[config.mk]
export PLATFORM = sky130hd
export DESIGN_NAME = hazard_unit
export DESIGN_NICKNAME = d
export VERILOG_FILES = /design/src/rtl/hazard_unit_pkg.sv /design/src/rtl/hz_down_counter.sv /design/src/rtl/hazard_unit.sv
export SDC_FILE = /design/constraint.sdc
export NUM_CORES = 1
export LEC_CHECK = 0
export ABC_AREA = 0
export BUFFER_PORTS_ARGS = -buffer_cell sky130_fd_sc_hd__buf_2
export CAP_MARGIN = 15
export CORE_MARGIN = 3
export CORE_UTILIZATION = 30
export CTS_CLUSTER_SIZE = 24
export DETAILED_ROUTE_END_ITERATION = 7
export GPL_TIMING_DRIVEN = 0
export SYNTH_ARGS = -nofsm -noshare
export SYNTH_HDL_FRONTEND = slang
export SYNTH_HIERARCHICAL = 1
export SYNTH_SLANG_ARGS = --single-unit
[constraint.sdc]
create_clock -name clk -period 2.4 [get_ports clk]
set_clock_uncertainty 0.15 [all_clocks]
set_input_delay 0.24 -clock clk [delete_from_list [all_inputs] [get_ports clk]]
set_output_delay 0.24 -clock clk [all_outputs]
set_load 0.02 [all_outputs]
[src/rtl/hazard_unit_pkg.sv]
// Shared constants and types for the pipeline hazard detector.
package hazard_unit_pkg;

  // Boolean literals used throughout the hazard logic.
  localparam logic TRUE  = 1'b1;
  localparam logic FALSE = 1'b0;

  // Register x0 is hard-wired to zero, so writes to it never create a dependency.
  localparam int REG_ZERO = 0;

  // Stall tracking states.
  typedef enum logic [1:0] {
    HZ_IDLE      = 2'd0,
    HZ_WAIT_LOAD = 2'd1,
    HZ_WAIT_MD   = 2'd2
  } hz_state_t;

  // Larger of two integers, used to size the shared stall counter.
  function automatic int max_int(input int a, input int b);
    return (a > b) ? a : b;
  endfunction

endpackage

[src/rtl/hz_down_counter.sv]
// Loadable down counter that saturates at zero; shared by the load and mul/div waits.
module hz_down_counter #(
  parameter int WIDTH = 8
) (
  input  logic             clk,
  input  logic             rst,
  input  logic             clear,
  input  logic             load,
  input  logic [WIDTH-1:0] load_value,
  input  logic             dec,
  output logic [WIDTH-1:0] count,
  output logic             zero
);

  logic [WIDTH-1:0] count_reg;

  // Clear beats load beats decrement; decrement holds once the count reaches zero.
  always_ff @(posedge clk) begin
    if (rst || clear) begin
      count_reg <= '0;
    end else if (load) begin
      count_reg <= load_value;
    end else if (dec && (count_reg != '0)) begin
      count_reg <= count_reg - WIDTH'(1);
    end
  end

  assign count = count_reg;
  assign zero  = (count_reg == '0);

endmodule

[src/rtl/hazard_unit.sv]
// Detects load-use and mul/div hazards, requests a pause, and issues the
// matching unpause pulse once the stalled result is available.
module hazard_unit
  import hazard_unit_pkg::*;
#(
  parameter int REG_ADDR_W   = 5,
  parameter int MD_CYCLES    = 33,
  parameter int LOAD_TIMEOUT = 255
) (
  input  logic                  clk,
  input  logic                  rst,
  input  logic                  pause,
  input  logic                  flush,
  input  logic [REG_ADDR_W-1:0] id_rs1,
  input  logic [REG_ADDR_W-1:0] id_rs2,
  input  logic                  id_rs1_used,
  input  logic                  id_rs2_used,
  input  logic [REG_ADDR_W-1:0] ex_rd,
  input  logic                  ex_is_load,
  input  logic                  ex_md_start,
  input  logic                  mem_rvalid,
  output logic                  id_pause_signal,
  output logic                  ex_unpause_signal,
  output logic                  mem_unpause_signal,
  output logic                  load_timeout_err
);

  localparam int CNT_W = $clog2(max_int(MD_CYCLES, LOAD_TIMEOUT));

  hz_state_t        state_reg, state_next;
  logic             ex_unpause_reg, ex_unpause_next;
  logic             mem_unpause_reg, mem_unpause_next;
  logic             err_reg, err_set;
  logic             cnt_clear, cnt_load, cnt_dec, cnt_zero, cnt_done;
  logic [CNT_W-1:0] cnt_load_value, cnt_count;
  logic             load_use, md_hit;
  logic             pause_unused;

  // The controller's pause level is observed but the stall tracking does not need it.
  assign pause_unused = pause;

  assign md_hit   = ex_md_start;
  assign load_use = ex_is_load && (ex_rd != REG_ADDR_W'(REG_ZERO)) &&
                    ((id_rs1_used && (id_rs1 == ex_rd)) ||
                     (id_rs2_used && (id_rs2 == ex_rd)));

  // Requests are only raised from IDLE, so one stall produces exactly one request.
  assign id_pause_signal = (state_reg == HZ_IDLE) && !flush && !rst && (md_hit || load_use);

  // The wait finishes on the cycle the decrement lands on zero, so the pulse
  // (registered) appears exactly N cycles after detection.
  assign cnt_done = cnt_zero || (cnt_count == CNT_W'(1));

  hz_down_counter #(
    .WIDTH(CNT_W)
  ) u_counter (
    .clk        (clk),
    .rst        (rst),
    .clear      (cnt_clear),
    .load       (cnt_load),
    .load_value (cnt_load_value),
    .dec        (cnt_dec),
    .count      (cnt_count),
    .zero       (cnt_zero)
  );

  // Next-state and counter control; flush abandons any wait without a pulse.
  always_comb begin
    state_next       = state_reg;
    cnt_clear        = FALSE;
    cnt_load         = FALSE;
    cnt_load_value   = '0;
    cnt_dec          = FALSE;
    ex_unpause_next  = FALSE;
    mem_unpause_next = FALSE;
    err_set          = FALSE;
    if (flush) begin
      state_next = HZ_IDLE;
      cnt_clear  = TRUE;
    end else begin
      case (state_reg)
        HZ_IDLE: begin
          if (md_hit) begin
            state_next     = HZ_WAIT_MD;
            cnt_load       = TRUE;
            cnt_load_value = CNT_W'(MD_CYCLES - 1);
          end else if (load_use) begin
            state_next     = HZ_WAIT_LOAD;
            cnt_load       = TRUE;
            cnt_load_value = CNT_W'(LOAD_TIMEOUT - 1);
          end
        end
        HZ_WAIT_MD: begin
          cnt_dec = TRUE;
          if (cnt_done) begin
            ex_unpause_next = TRUE;
            state_next      = HZ_IDLE;
          end
        end
        HZ_WAIT_LOAD: begin
          if (mem_rvalid) begin
            mem_unpause_next = TRUE;
            cnt_clear        = TRUE;
            state_next       = HZ_IDLE;
          end else begin
            cnt_dec = TRUE;
            if (cnt_done) begin
              mem_unpause_next = TRUE;
              err_set          = TRUE;
              state_next       = HZ_IDLE;
            end
          end
        end
        default: begin
          state_next = HZ_IDLE;
          cnt_clear  = TRUE;
        end
      endcase
    end
  end

  // State, unpause pulses and the sticky timeout flag.
  always_ff @(posedge clk) begin
    if (rst) begin
      state_reg       <= HZ_IDLE;
      ex_unpause_reg  <= FALSE;
      mem_unpause_reg <= FALSE;
      err_reg         <= FALSE;
    end else begin
      state_reg       <= state_next;
      ex_unpause_reg  <= ex_unpause_next;
      mem_unpause_reg <= mem_unpause_next;
      err_reg         <= err_reg || err_set;
    end
  end

  assign ex_unpause_signal  = ex_unpause_reg;
  assign mem_unpause_signal = mem_unpause_reg;
  assign load_timeout_err   = err_reg;

endmodule
==> impl_metrics.ini <==
[logic_synthesis]
synth_nets = 149
synth_warnings = 6
ys.flop_type = dfxtp_1
synth_edf_count = 0
avgSynthCellArea_um2 = 8.27
ys_seq_area_share_pct = 26.4
synth_seq_cells = 13
synth_cells = 119
synth_cell_types = 40
syn-cell-area_um2 = 985
async_flop_share_pct = 0

[cts]
numCtsBuffers = 3
cts.clk_slew.worst_paths_ps = 90
clk_root_buffer_cell = clkbuf_4
clockBufferDepth = 2
clkLatencyLatePin_ps = 280
cts_tree = built
cts_sinks = 13
cts-htree-levels = 1

[timing]
tightest_slew_ps = 643
clock.fmax_ghz = 0.447
fin_ws_ps = 161
grt_setup_unrepaired = false
setup_violations = 0
holdWs_ps = 61.7
fin_crit_sh_pct = 93.3
slew_headroom_pct = 57.0
final-hold-violation-count = 0
finalMaxSlewViolations = 0
period_minus_slack_ps = 2240

[cells_and_area]
final_util_pct = 41.4
num-fill-cells = 326
antennaDiodeCount = 0
seq_area_um2 = 265
largest_reg_flops = 8
drive_gt1_share_pct = 31.4
multi_input_area_um2 = 733
area_growth_pct = 30.5
nets = 184

[route]
firstDrtPassIters = 4
wl_um = 2490
wire_per_inst_um = 12.6
num_vias = 1000
first_iter_violations = 67
postRouteAntennaNets = 0
viasPerCell = 5.08
post-route-drc-count = 0

[setup_path]
slowest_delay_ps = 420
crit_required_ps = 2420
cp-start-kind = flop
cpMaxStageDelayCell = or3b_4
endpoint_kind = flop
path_cells = inv_2 > ha_4 > nor2b_4 > or2_4 > and3_4 > or3b_4 > nor4_4 > mux2i_1 > a21oi_1
critPathArrivalTime_ps = 2260
critPathKind = flop to flop
critPathMaxFanout = 4
cp_num_buf_inv = 1
cp_top_family = simple AND/OR/NAND/NOR gates

[power]
powerDensity_nw_per_um2 = 403
p_int_uw = 354
ir_drop_mv = 0.142
pwr-share-clk_pct = 27.8
power_frac_seq_pct = 44.6
leakage_uw = 0.000524
p_switching_uw = 164
swShare_pct = 31.6
comb_power_share_pct = 27.6

[place]
place_ws_ps = -134
post-dp-hpwl_um = 1900
gp_congestion = 0.801
io_buffers = 26

[grt]
grt_start_max_net_pins = 11
globalRouteOverflowTotal = 0
grt.total_usage_pct = 13.7
grt_pass1_vias = 972
antenna_found_initial = 0
grt_pass1_wl_um = 4340

[floorplan]
ioPinCount = 28
initial_core_util_pct = 31.7
fp-row-count = 20
die_y_um = 63.3
die_x_um = 63.3
die-area_um2 = 4010
core_area_um2 = 3100

[run]
cap_violations = 0

[status]
outcome = finished, final reports clean

[min_path]
hp-class = input pin to flop
## cells in the final DEF, fill, tap and decap left out, types with 2 or more instances in the layout
master,Yosys,layout
a211oi_1,4,3
a21o_1,3,3
a21oi_1,6,6
a31oi_1,3,3
buf_2,0,26
buf_4,0,3
clkbuf_4,0,3
dfxtp_1,13,11
ha_1,6,5
inv_1,10,9
mux2i_1,2,2
nand2_1,3,3
nand3_1,3,3
nand4_1,2,2
nor2_1,8,8
nor3_1,2,2
nor4_1,3,2
nor4b_1,2,2
o211a_1,4,4
o21ai_0,8,8
or4_1,2,2
xnor2_1,12,12
## what timing repair did
action | in CTS | in global routing
endpoints found under the hold margin | 1 | 0
pin swaps | 0 | 1
hold buffers | 1 | 0
setup endpoints to repair | 3 | 6
resized for setup | 4 | 12
buffers inserted | 0 | 3
## metal layers
layer | share of wire [%] | track usage, % | up-vias
met1 | 43 | 15.8 | 458
met2 | 49 | 23.6 | 30
met5 | 0 | 0 | -
li1 | - | - | 508
met3 | 5.7 | 2.50 | 4
met4 | 1.9 | 8.09 | 0
## final timing paths
path | start | to | slack, ps | cells after the start
worst max-delay path | state_reg[1] | u_counter/count[7] | 160 | 9
worst min-delay path | ex_md_start | state_reg[1] | 60 | 2
worst max register to register | state_reg[1] | u_counter/count[7] | 160 | 9
worst min register to register | load_timeout_err | load_timeout_err | 330 | 2
## Yosys cell counts, types with 2 or more instances
library cell / n / area (µm²)
nor4_1: 3 / 18.8
or2_2: 2 / 12.5
and3_1: 2 / 12.5
o211a_1: 4 / 40.0
nand2_1: 3 / 11.3
nand4_1: 2 / 12.5
ha_1: 6 / 75.1
dfxtp_1: 13 / 260
a31oi_1: 3 / 18.8
nor2_1: 8 / 30.0
xnor2_1: 12 / 105
a211oi_1: 4 / 30.0
or4_1: 2 / 15.0
nor3_1: 2 / 10.0
inv_1: 10 / 37.5
nand3_1: 3 / 15.0
mux2i_1: 2 / 20.0
a21o_1: 3 / 22.5
nor4b_1: 2 / 17.5
a21oi_1: 6 / 30.0
o21ai_0: 8 / 40.0
## per-stage QoR
step           std cells  area [µm²]  total power, µW  TNS (ps)
2_1_floorplan        119         985              319         0
3_3_place_gp         189        1170              361      -292
3_5_place_dp         189        1170              365      -564
4_1_cts              194        1220              514         0
5_1_grt              197        1280              547         0
6_report             197        1280              518         0
## final cells by class
type | instances | area share [%]
well taps | 44 | 4.28
multi-input cells | 95 | 57.1
plain buffers | 1 | 0.389
inverters | 10 | 2.92
repair buffers | 30 | 12.7
flip-flops and latches | 13 | 20.6
clock buffers | 4 | 2.04
## kinds of logic after synthesis
kind of cell	synth area share, %
and+or+nand+nor	23.5
AOI/OAI and AO/OA	25.2
DFF	26.4
xor gates and xnor gates	10.7
buffers and inverters	4.19
adders and majority gates	7.62
muxes	2.03
other	0.381
## power groups by stage
stage | sequential (µW) | combinational (µW) | clock [µW]
after global placement | 235 | 126 | 0
after detailed placement | 235 | 129 | 0
after CTS | 231 | 133 | 150
after floorplan | 235 | 84.0 | 0
final | 231 | 143 | 144
after global routing | 233 | 159 | 156
No activity file was read; power rests on OpenSTA's default activity.
